[src/rtl/de_stage_reg_pkg.sv]
// -----------------------------------------------------------------------------
// de_stage_reg_pkg
// Shared definitions for the Decode->Execute pipeline register:
//   - opcode encodings used by the decode/execute stages (single definition)
//   - NOP opcode driven on a pipeline bubble
//   - default stall-overrun limit
//   - pipeline-register state encoding (debug / assertion visibility)
//   - saturating 8-bit increment helper for the stall counter
// -----------------------------------------------------------------------------
package de_stage_reg_pkg;

    // Opcode encodings shared with the decoder and execute stage.
    localparam logic [4:0] OPC_NOP  = 5'b00000;
    localparam logic [4:0] OPC_ADD  = 5'b00001;
    localparam logic [4:0] OPC_LOAD = 5'b00010;
    localparam logic [4:0] OPC_LBH  = 5'b00011;
    localparam logic [4:0] OPC_LBL  = 5'b00100;
    localparam logic [4:0] OPC_SETF = 5'b00101;
    localparam logic [4:0] OPC_CPLF = 5'b00110;

    // Number of stalled cycles after which the overrun flag is raised.
    localparam int DEF_MAX_STALL = 16;

    // Register state: RUN after a load, HOLD while stalled, BUBBLE after flush.
    typedef enum logic [1:0] {
        ST_RUN    = 2'd0,
        ST_HOLD   = 2'd1,
        ST_BUBBLE = 2'd2
    } de_state_e;

    // Increment that sticks at 8'hFF instead of wrapping.
    function automatic logic [7:0] sat_inc8(input logic [7:0] v);
        return (v == 8'hFF) ? v : v + 8'd1;
    endfunction

endpackage

[src/rtl/de_stage_reg_fwd_hold_slot.sv]
// -----------------------------------------------------------------------------
// fwd_hold_slot
// One operand's writeback-forward holding buffer. While the stage is stalled a
// forwarded writeback value is captured here so it survives until the stall
// releases; on the releasing load the operand is selected from (in priority)
// the live forward, the held value, then the register-file read data.
//
// Ports:
//   clk        in   clock, rising edge
//   rst_n      in   asynchronous active-low reset (discards held value)
//   capture_i  in   stalled cycle with the forward active: store fwd_data_i
//   clear_i    in   load or flush: empty the buffer
//   fwd_i      in   live forward request for this operand
//   fwd_data_i in   writeback data
//   rf_data_i  in   register-file read data
//   data_o     out  selected operand for the next Execute value
//   hold_v_o   out  buffer holds a captured value
// -----------------------------------------------------------------------------
module fwd_hold_slot #(
    parameter int DATA_W = 8
) (
    input  logic              clk,
    input  logic              rst_n,
    input  logic              capture_i,
    input  logic              clear_i,
    input  logic              fwd_i,
    input  logic [DATA_W-1:0] fwd_data_i,
    input  logic [DATA_W-1:0] rf_data_i,
    output logic [DATA_W-1:0] data_o,
    output logic              hold_v_o
);

    logic [DATA_W-1:0] hold_q, hold_d;
    logic              hold_v_q, hold_v_d;

    always_comb begin
        hold_d   = hold_q;
        hold_v_d = hold_v_q;
        if (clear_i) begin
            hold_d   = '0;
            hold_v_d = 1'b0;
        end else if (capture_i) begin
            // A later forward within the same stall overwrites an earlier one.
            hold_d   = fwd_data_i;
            hold_v_d = 1'b1;
        end
    end

    always_ff @(posedge clk or negedge rst_n) begin
        if (!rst_n) begin
            hold_q   <= '0;
            hold_v_q <= 1'b0;
        end else begin
            hold_q   <= hold_d;
            hold_v_q <= hold_v_d;
        end
    end

    // A live forward is the newest write, so it beats the held value.
    assign data_o   = fwd_i ? fwd_data_i : (hold_v_q ? hold_q : rf_data_i);
    assign hold_v_o = hold_v_q;

endmodule

[src/rtl/de_stage_reg.sv]
// -----------------------------------------------------------------------------
// de_stage_reg
// Decode->Execute pipeline register. Per clock edge the priority is
// flush > stall > load:
//   load  : E outputs take the D values (one-cycle latency); operands come via
//           the forward/hold select; an invalid slot loads data but forces the
//           control outputs to a bubble.
//   stall : E outputs hold; writeback forwards are captured into hold slots;
//           the stall length is counted and a sticky overrun flag is raised on
//           the MAX_STALL-th stalled cycle.
//   flush : control outputs become a bubble; data fields hold; hold slots,
//           stall count and overrun flag clear.
//
// Ports:
//   clk, rst_n                        clock / async active-low reset
//   valid_D, opcode_D, rd_D,
//   source_reg1_D, source_reg2_D,
//   op_a_D, op_b_D, imm_D,
//   reg_write_D, mem_read_D, alu_en_D decode-stage instruction fields
//   stall_D, flush_D                  hazard-unit hold / bubble requests
//   forward_decode_A/B, wb_data_W     writeback forwarding into op_a / op_b
//   *_E                               registered instruction for Execute
//   stall_count                       cycles the current stall has lasted
//   stall_timeout                     sticky stall-overrun flag
// -----------------------------------------------------------------------------
module de_stage_reg
    import de_stage_reg_pkg::*;
#(
    parameter int         DATA_W    = 8,
    parameter int         IMM_W     = 8,
    parameter int         MAX_STALL = DEF_MAX_STALL,
    parameter logic [4:0] NOP_OPC   = OPC_NOP
) (
    input  logic              clk,
    input  logic              rst_n,
    input  logic              valid_D,
    input  logic [4:0]        opcode_D,
    input  logic [2:0]        rd_D,
    input  logic [2:0]        source_reg1_D,
    input  logic [2:0]        source_reg2_D,
    input  logic [DATA_W-1:0] op_a_D,
    input  logic [DATA_W-1:0] op_b_D,
    input  logic [IMM_W-1:0]  imm_D,
    input  logic              reg_write_D,
    input  logic              mem_read_D,
    input  logic              alu_en_D,
    input  logic              stall_D,
    input  logic              flush_D,
    input  logic              forward_decode_A,
    input  logic              forward_decode_B,
    input  logic [DATA_W-1:0] wb_data_W,
    output logic              valid_E,
    output logic [4:0]        opcode_E,
    output logic [2:0]        rd_E,
    output logic [2:0]        source_reg1_E,
    output logic [2:0]        source_reg2_E,
    output logic [DATA_W-1:0] op_a_E,
    output logic [DATA_W-1:0] op_b_E,
    output logic [IMM_W-1:0]  imm_E,
    output logic              reg_write_E,
    output logic              mem_read_E,
    output logic              alu_en_E,
    output logic [7:0]        stall_count,
    output logic              stall_timeout
);

    // Count value at which a persisting stall sets the overrun flag, so the
    // flag is visible on the MAX_STALL-th stalled cycle.
    localparam logic [7:0] STALL_LIMIT_M1 = 8'(MAX_STALL - 1);

    de_state_e state_q, state_d;

    logic              do_flush, do_stall, do_load;
    logic [DATA_W-1:0] sel_a, sel_b;

    logic              valid_q,     valid_d;
    logic [4:0]        opcode_q,    opcode_d;
    logic [2:0]        rd_q,        rd_d;
    logic [2:0]        src1_q,      src1_d;
    logic [2:0]        src2_q,      src2_d;
    logic [DATA_W-1:0] op_a_q,      op_a_d;
    logic [DATA_W-1:0] op_b_q,      op_b_d;
    logic [IMM_W-1:0]  imm_q,       imm_d;
    logic              reg_write_q, reg_write_d;
    logic              mem_read_q,  mem_read_d;
    logic              alu_en_q,    alu_en_d;
    logic [7:0]        count_q,     count_d;
    logic              timeout_q,   timeout_d;

    // Flush wins over stall (branch resolved while the hazard unit stalls).
    assign do_flush = flush_D;
    assign do_stall = stall_D & ~flush_D;
    assign do_load  = ~stall_D & ~flush_D;

    fwd_hold_slot #(.DATA_W(DATA_W)) u_hold_a (
        .clk        (clk),
        .rst_n      (rst_n),
        .capture_i  (do_stall & forward_decode_A),
        .clear_i    (do_load | do_flush),
        .fwd_i      (forward_decode_A),
        .fwd_data_i (wb_data_W),
        .rf_data_i  (op_a_D),
        .data_o     (sel_a),
        .hold_v_o   ()
    );

    fwd_hold_slot #(.DATA_W(DATA_W)) u_hold_b (
        .clk        (clk),
        .rst_n      (rst_n),
        .capture_i  (do_stall & forward_decode_B),
        .clear_i    (do_load | do_flush),
        .fwd_i      (forward_decode_B),
        .fwd_data_i (wb_data_W),
        .rf_data_i  (op_b_D),
        .data_o     (sel_b),
        .hold_v_o   ()
    );

    // Next-state logic.
    always_comb begin
        state_d = state_q;
        case (state_q)
            ST_RUN, ST_HOLD, ST_BUBBLE: begin
                if (do_flush)      state_d = ST_BUBBLE;
                else if (do_stall) state_d = ST_HOLD;
                else               state_d = ST_RUN;
            end
            default: state_d = ST_RUN;
        endcase
    end

    always_ff @(posedge clk or negedge rst_n) begin
        if (!rst_n) state_q <= ST_RUN;
        else        state_q <= state_d;
    end

    // Execute-register next values.
    always_comb begin
        valid_d     = valid_q;
        opcode_d    = opcode_q;
        rd_d        = rd_q;
        src1_d      = src1_q;
        src2_d      = src2_q;
        op_a_d      = op_a_q;
        op_b_d      = op_b_q;
        imm_d       = imm_q;
        reg_write_d = reg_write_q;
        mem_read_d  = mem_read_q;
        alu_en_d    = alu_en_q;
        count_d     = count_q;
        timeout_d   = timeout_q;

        if (do_flush) begin
            // Data fields are don't-care in a bubble and simply hold.
            valid_d     = 1'b0;
            opcode_d    = NOP_OPC;
            reg_write_d = 1'b0;
            mem_read_d  = 1'b0;
            alu_en_d    = 1'b0;
            count_d     = 8'd0;
            timeout_d   = 1'b0;
        end else if (do_stall) begin
            count_d   = sat_inc8(count_q);
            timeout_d = timeout_q | (count_q >= STALL_LIMIT_M1);
        end else begin
            valid_d     = valid_D;
            rd_d        = rd_D;
            src1_d      = source_reg1_D;
            src2_d      = source_reg2_D;
            op_a_d      = sel_a;
            op_b_d      = sel_b;
            imm_d       = imm_D;
            count_d     = 8'd0;
            timeout_d   = 1'b0;
            // An empty decode slot still carries data but must not act.
            opcode_d    = valid_D ? opcode_D    : NOP_OPC;
            reg_write_d = valid_D ? reg_write_D : 1'b0;
            mem_read_d  = valid_D ? mem_read_D  : 1'b0;
            alu_en_d    = valid_D ? alu_en_D    : 1'b0;
        end
    end

    always_ff @(posedge clk or negedge rst_n) begin
        if (!rst_n) begin
            valid_q     <= 1'b0;
            opcode_q    <= NOP_OPC;
            rd_q        <= '0;
            src1_q      <= '0;
            src2_q      <= '0;
            op_a_q      <= '0;
            op_b_q      <= '0;
            imm_q       <= '0;
            reg_write_q <= 1'b0;
            mem_read_q  <= 1'b0;
            alu_en_q    <= 1'b0;
            count_q     <= 8'd0;
            timeout_q   <= 1'b0;
        end else begin
            valid_q     <= valid_d;
            opcode_q    <= opcode_d;
            rd_q        <= rd_d;
            src1_q      <= src1_d;
            src2_q      <= src2_d;
            op_a_q      <= op_a_d;
            op_b_q      <= op_b_d;
            imm_q       <= imm_d;
            reg_write_q <= reg_write_d;
            mem_read_q  <= mem_read_d;
            alu_en_q    <= alu_en_d;
            count_q     <= count_d;
            timeout_q   <= timeout_d;
        end
    end

    assign valid_E       = valid_q;
    assign opcode_E      = opcode_q;
    assign rd_E          = rd_q;
    assign source_reg1_E = src1_q;
    assign source_reg2_E = src2_q;
    assign op_a_E        = op_a_q;
    assign op_b_E        = op_b_q;
    assign imm_E         = imm_q;
    assign reg_write_E   = reg_write_q;
    assign mem_read_E    = mem_read_q;
    assign alu_en_E      = alu_en_q;
    assign stall_count   = count_q;
    assign stall_timeout = timeout_q;

endmodule

[config.mk]
export PLATFORM = sky130hd
export DESIGN_NAME = de_stage_reg
export DESIGN_NICKNAME = d
export VERILOG_FILES = /design/src/rtl/de_stage_reg_pkg.sv /design/src/rtl/de_stage_reg_fwd_hold_slot.sv /design/src/rtl/de_stage_reg.sv
export SDC_FILE = /design/constraint.sdc
export NUM_CORES = 1
export LEC_CHECK = 0
export ABC_AREA = 0
export CAP_MARGIN = 15
export CORE_MARGIN = 3
export CORE_UTILIZATION = 49
export DETAILED_ROUTE_END_ITERATION = 16
export MAX_ROUTING_LAYER = met4
export PLACE_DENSITY = 0.85
export SLEW_MARGIN = 20
export SYNTH_ARGS = -nofsm -noshare
export SYNTH_HDL_FRONTEND = slang
export SYNTH_HIERARCHICAL = 1
export SYNTH_SLANG_ARGS = --single-unit
[constraint.sdc]
create_clock -name clk -period 3.1 [get_ports clk]
set_clock_uncertainty 0.15 [all_clocks]
set_input_delay 0.62 -clock clk [delete_from_list [all_inputs] [get_ports clk]]
set_output_delay 0.62 -clock clk [all_outputs]
set_load 0.02 [all_outputs]
# After elaboration in Yosys (flattened, before gate mapping)
# Cells that the tools add are included.
op_classes:
  addsub: 1
  magnitude_cmp: 1
  n_eq_ne: 3
  mux: 31
  bitwise_logic: 9
  n_reduce_logical: 3
ops:
  columns: ["cell", "n"]
  rows:
  - ["$mux W8", 11]
  - ["$mux W1", 17]
  - ["$mux W5", 3]
  - ["$add A8 B1 Y8 const B", 1]
  - ["$eq A8 B8 Y1 const B", 1]
  - ["$ge A8 B4 Y1 const B", 1]
  - ["$and A1 B1 Y1", 4]
  - ["$reduce_bool A2 Y1", 2]
  - ["$ne A3 B3 Y1 const B", 1]
  - ["$not A1 Y1", 3]
  - ["$ne A2 B2 Y1 const B", 1]
  - ["$or A1 B1 Y1", 2]
  - ["$reduce_and A2 Y1", 1]
totals:
  reg_bits: 69
  in_bits: 56
  output_inout_bits: 51
  word_cells: 65

# Depth between registers and ports, before layout
depth:
  word_depth: 5
  ltp_mapped: 5
  ltp_nobuf: 4

# Cells and area by module
# Netlist, hierarchy kept.
modules_own_cells:
  columns: ["module", "instances", "cells_each", "area_per_inst_um2", "seq_area_each_um2"]
  rows:
  - ["de_stage_reg", 1, 158, 2069.5, 1276.2]
  - ["fwd_hold_slot", 2, 55, 530.5, 225.2]

# Worst setup path before layout
# No wires, ideal clock.
synth_timing:
  kind: "reg2reg"
  from: "reg count_q[0] (netlist: stall_count[0])"
  to: "reg count_q[6] (netlist: stall_count[6])"
  setup_ns: 0.120
  arrival_ns: 1.536
  required_ns: 2.830
  path_slack_ns: 1.293
  path_stages_with_launch: 5
  synth_period_minus_slack_ns: 1.807
  cell_sequence: "dfrtp_1 -> ha_1 -> nand3_1 -> or4b_1 -> o211a_1"
synth_between:
  elab_chain_cells: 4
synth_lines:
  columns: ["item", "line", "source"]
  rows:
  - ["start: declaration", "de_stage_reg.sv:87", "logic [7:0] count_q, count_d;"]
  - ["start signal: assignment", "de_stage_reg.sv:210", "count_q <= count_d;"]
  - ["$add A8 B1 Y8", "de_stage_reg_pkg.sv:33", "return (v == 8'hFF) ? v : v + 8'd1;"]
  - ["$mux W8", "de_stage_reg_pkg.sv:33", null]
  - ["$mux W8", "de_stage_reg.sv:162", "end else if (do_stall) begin"]
  - ["$mux W8", "de_stage_reg.sv:153", "if (do_flush) begin"]
# Several ways; a longest one is shown, not always the timed one. The select of a mux whose other input is x is not followed.
# A chain may end at the register's enable or synchronous reset.

# Worst setup path after layout
layout_timing:
  from: "reg count_q[7] (netlist: stall_count[7])"
  to: "out stall_count[7]"
layout_rtl:
  columns: ["item", "line", "source"]
  rows:
  - ["end: declaration", "de_stage_reg.sv:63", "output logic [7:0] stall_count,"]
# No word-level cell between the ends.

==> impl_metrics.tcl <==
set metrics [dict create \
    ctsHoldBuffers 0 \
    p_total_w 0.00214 \
    die_w_um 85.9 \
    share_comb_of_total_power_pct 23.2 \
    synth.yosys.seq_area_share_pct 55.2 \
    worstSetupPathType "flip-flop to output port" \
    cts.sinks 69 \
    fmax_mhz 437 \
    globalplace.congestion 0.810 \
    syn_area_per_cell_sq_um 11.7 \
    place_hpwl_mm 5.06 \
    dp_cells 442 \
    nets 435 \
    rsz0062_at_grt "false" \
    setup_viol 0 \
    ys_seq_elements 69 \
    r2r_slack_ns 1.29 \
    slowest_delay_ns 0.67 \
    grt_pass1_vias 2468 \
    cp_slowest_cell "clkdlybuf4s50_1" \
    cts.repair.resized 0 \
    drc 0 \
    clk_latency_ns 0.32 \
    ys_types 32 \
    drv_cap 0 \
    worst_pin_slew_ns 0.660 \
    grt.overflow.total 0 \
    worstHoldPathType "input port to asynchronous set/reset pin" \
    ctsRootBufferMaster "clkbuf_8" \
    timing.rr.end "stall_count[6]$_DFFE_PN0P_" \
    clk_pin_slew_worst_paths_ns 0.06 \
    power_switching_w 0.000570 \
    floorplan.initialDensity_pct 51.7 \
    rr_worst_depth 4 \
    worstPathBufferInverterCount 1 \
    ir_worst_vdd_v 0.000301 \
    final_cells 456 \
    holdWs_ns 0.171 \
    end_kind "output port" \
    drive_above_1_share_pct 15.2 \
    ios 107 \
    post_cts_buffers 0 \
    leakagePower_nw 1.82 \
    min_period_ns 2.29 \
    layout_common_cells "clkdlybuf4s50_1, dfrtp_1, mux2_2, mux2i_1, nor2_1" \
    first_pass_iters 4 \
    cts-buffers-inserted 9 \
    pwr-share-clk_pct 29.2 \
    syn-num-nets 325 \
    via_per_inst 5.29 \
    multiInputGateArea_sq_um 1290 \
    worstSetupStartpointType "flip-flop" \
    routedWlPerCell_um 15.5 \
    yosys_warnings 6 \
    path_delay_family "buffers and inverters" \
    yosys.area.top_type_share_pct 55.2 \
    worstPathRequired_ns 2.33 \
    crit_chain "clkdlybuf4s50_1" \
    core-area_sq_um 6060 \
    rr_startpoint "stall_count[0]$_DFFE_PN0P_" \
    drv_slew 0 \
    relSlewSlack_pct 56.0 \
    io_buffer_count 106 \
    grt_pass1_wl_mm 11.8 \
    placed_cell_area_sq_um 4230 \
    stdcell_area_sq_um 4390 \
    path_max_fanout 10 \
    seqCellArea_sq_um 1730 \
    p_int_w 0.00157 \
    seqPwrFrac_pct 47.6 \
    fp-row-count 28 \
    status "completed" \
    max-clock-path-buffers 2 \
    routed_wl_mm 7.08 \
    drt-initial-drc-count 119 \
    fin_tns_setup_ns 0 \
    cts_tree "yes" \
    synth_area_leader_cell "dfrtp_1" \
    area_growth_pct 40.4 \
    critPathArrivalTime_ns 1.52 \
    netlist_area_sq_um 3130 \
    antenna-diode-count 0 \
    layout_commonest_cell "clkdlybuf4s50_1" \
    die_height_um 85.9 \
    nFillCells 452 \
    hold_violations 0 \
    antenna_left 0 \
    switching_share_pct 26.6 \
    dr_total_vias 2412 \
    dieArea_sq_um 7380 \
    cts_max_level 3 \
    period_share_pct 73.8 \
    syn_inst 268 \
    grt_max_degree 34 \
    grt_antenna_before_repair 0 \
    synth_top_cells_by_area "dfrtp_1, mux2_2, mux2i_1" \
    powerDensity_nw_per_um2 488 \
    grt_use_total_pct 20.9 \
]
==> flip-flops by register name, summed over array words and instances, names as in the netlist, 3 cells and up <==
register,cells
source_reg1_E,3
opcode_E,5
u_hold_b/hold_q,8
rd_E,3
imm_E,8
u_hold_a/hold_q,8
stall_count,8
op_a_E,8
op_b_E,8
source_reg2_E,3
==> area by class of cell <==
type,instances,area share [%]
sequential,69,39.3
multi-input combinational,183,29.3
timing repair buffer,114,25.4
clock buffer,12,3.53
tap,75,2.14
clock inverter,2,0.228
inverter,1,0.0854
==> worst max-delay path by stage <==
stage                                from  slack, ns                             end  cells past startpoint
3_3_place_gp                      flush_D       0.70  u_hold_a/hold_q[2]$_DFFE_PN0P_                      5
3_5_place_dp                      flush_D       0.65  u_hold_b/hold_q[6]$_DFFE_PN0P_                      5
2_1_floorplan  stall_count[0]$_DFFE_PN0P_       1.29      stall_count[6]$_DFFE_PN0P_                      4
6_report       stall_count[7]$_DFFE_PN0P_       0.81                  stall_count[7]                      1
5_1_grt        stall_count[7]$_DFFE_PN0P_       0.75                  stall_count[7]                      1
4_1_cts        stall_count[7]$_DFFE_PN0P_       0.81                  stall_count[7]                      1
==> cells in the mapped netlist (all sizes together) <==
cell and n:
and2 2, nand3 4, inv 1, a21boi 1
clkbuf 4, a21oi 9, a41o 1, o211a 1
mux2 33, mux2i 32, ha 1, nor2 31
nor2b 1, or3 2, nor3 3, and4 1
and2b 1, nand2 24, a22oi 5, a31oi 3
nand3b 3, dfrtp 69, and3 2, nand4 1
or4b 1, buf 11, o21ai 21
==> power by group through the flow <==
stage	sequential, W	combinational (W)	clock [W]
after floorplan	0.00113	0.000136	0
after global placement	0.00103	0.000495	0
after detailed placement	0.00104	0.000503	0
after CTS	0.00102	0.000505	0.000646
after global routing	0.00103	0.000533	0.000684
final	0.00102	0.000498	0.000625
==> per-stage QoR <==
| stage | util [%] | setup WS (ns) |
|---|---|---|
| after CTS | 72.5 | 0.807 |
| final | 72.5 | 0.811 |
| after floorplan | - | 1.29 |
| after global routing | 72.5 | 0.753 |
| after global placement | 69.8 | 0.697 |
| after detailed placement | 69.8 | 0.654 |
==> layer usage <==
| layer | global-route usage, % | up-vias | routed length [um] |
|---|---|---|---|
| met1 | 26.7 | 1174 | 3140 |
| met2 | 32.7 | 72 | 3440 |
| met4 | 8.06 | 0 | 121 |
| li1 | - | 1153 | - |
| met5 | - | - | 0 |
| met3 | 4.42 | 13 | 385 |
==> kinds of logic after synthesis <==
kind of cell / count (synthesis) / synth area share (%)
adder cells (fa/ha/maj): 1 / 0.400
multiplexers: 65 / 22.1
AO/OA/AOI/OAI: 41 / 7.47
AND/OR/NAND/NOR: 76 / 11.0
buffers and inverters: 16 / 3.84
flip-flops: 69 / 55.2
Note: power is estimated with default switching activity, not from simulation.
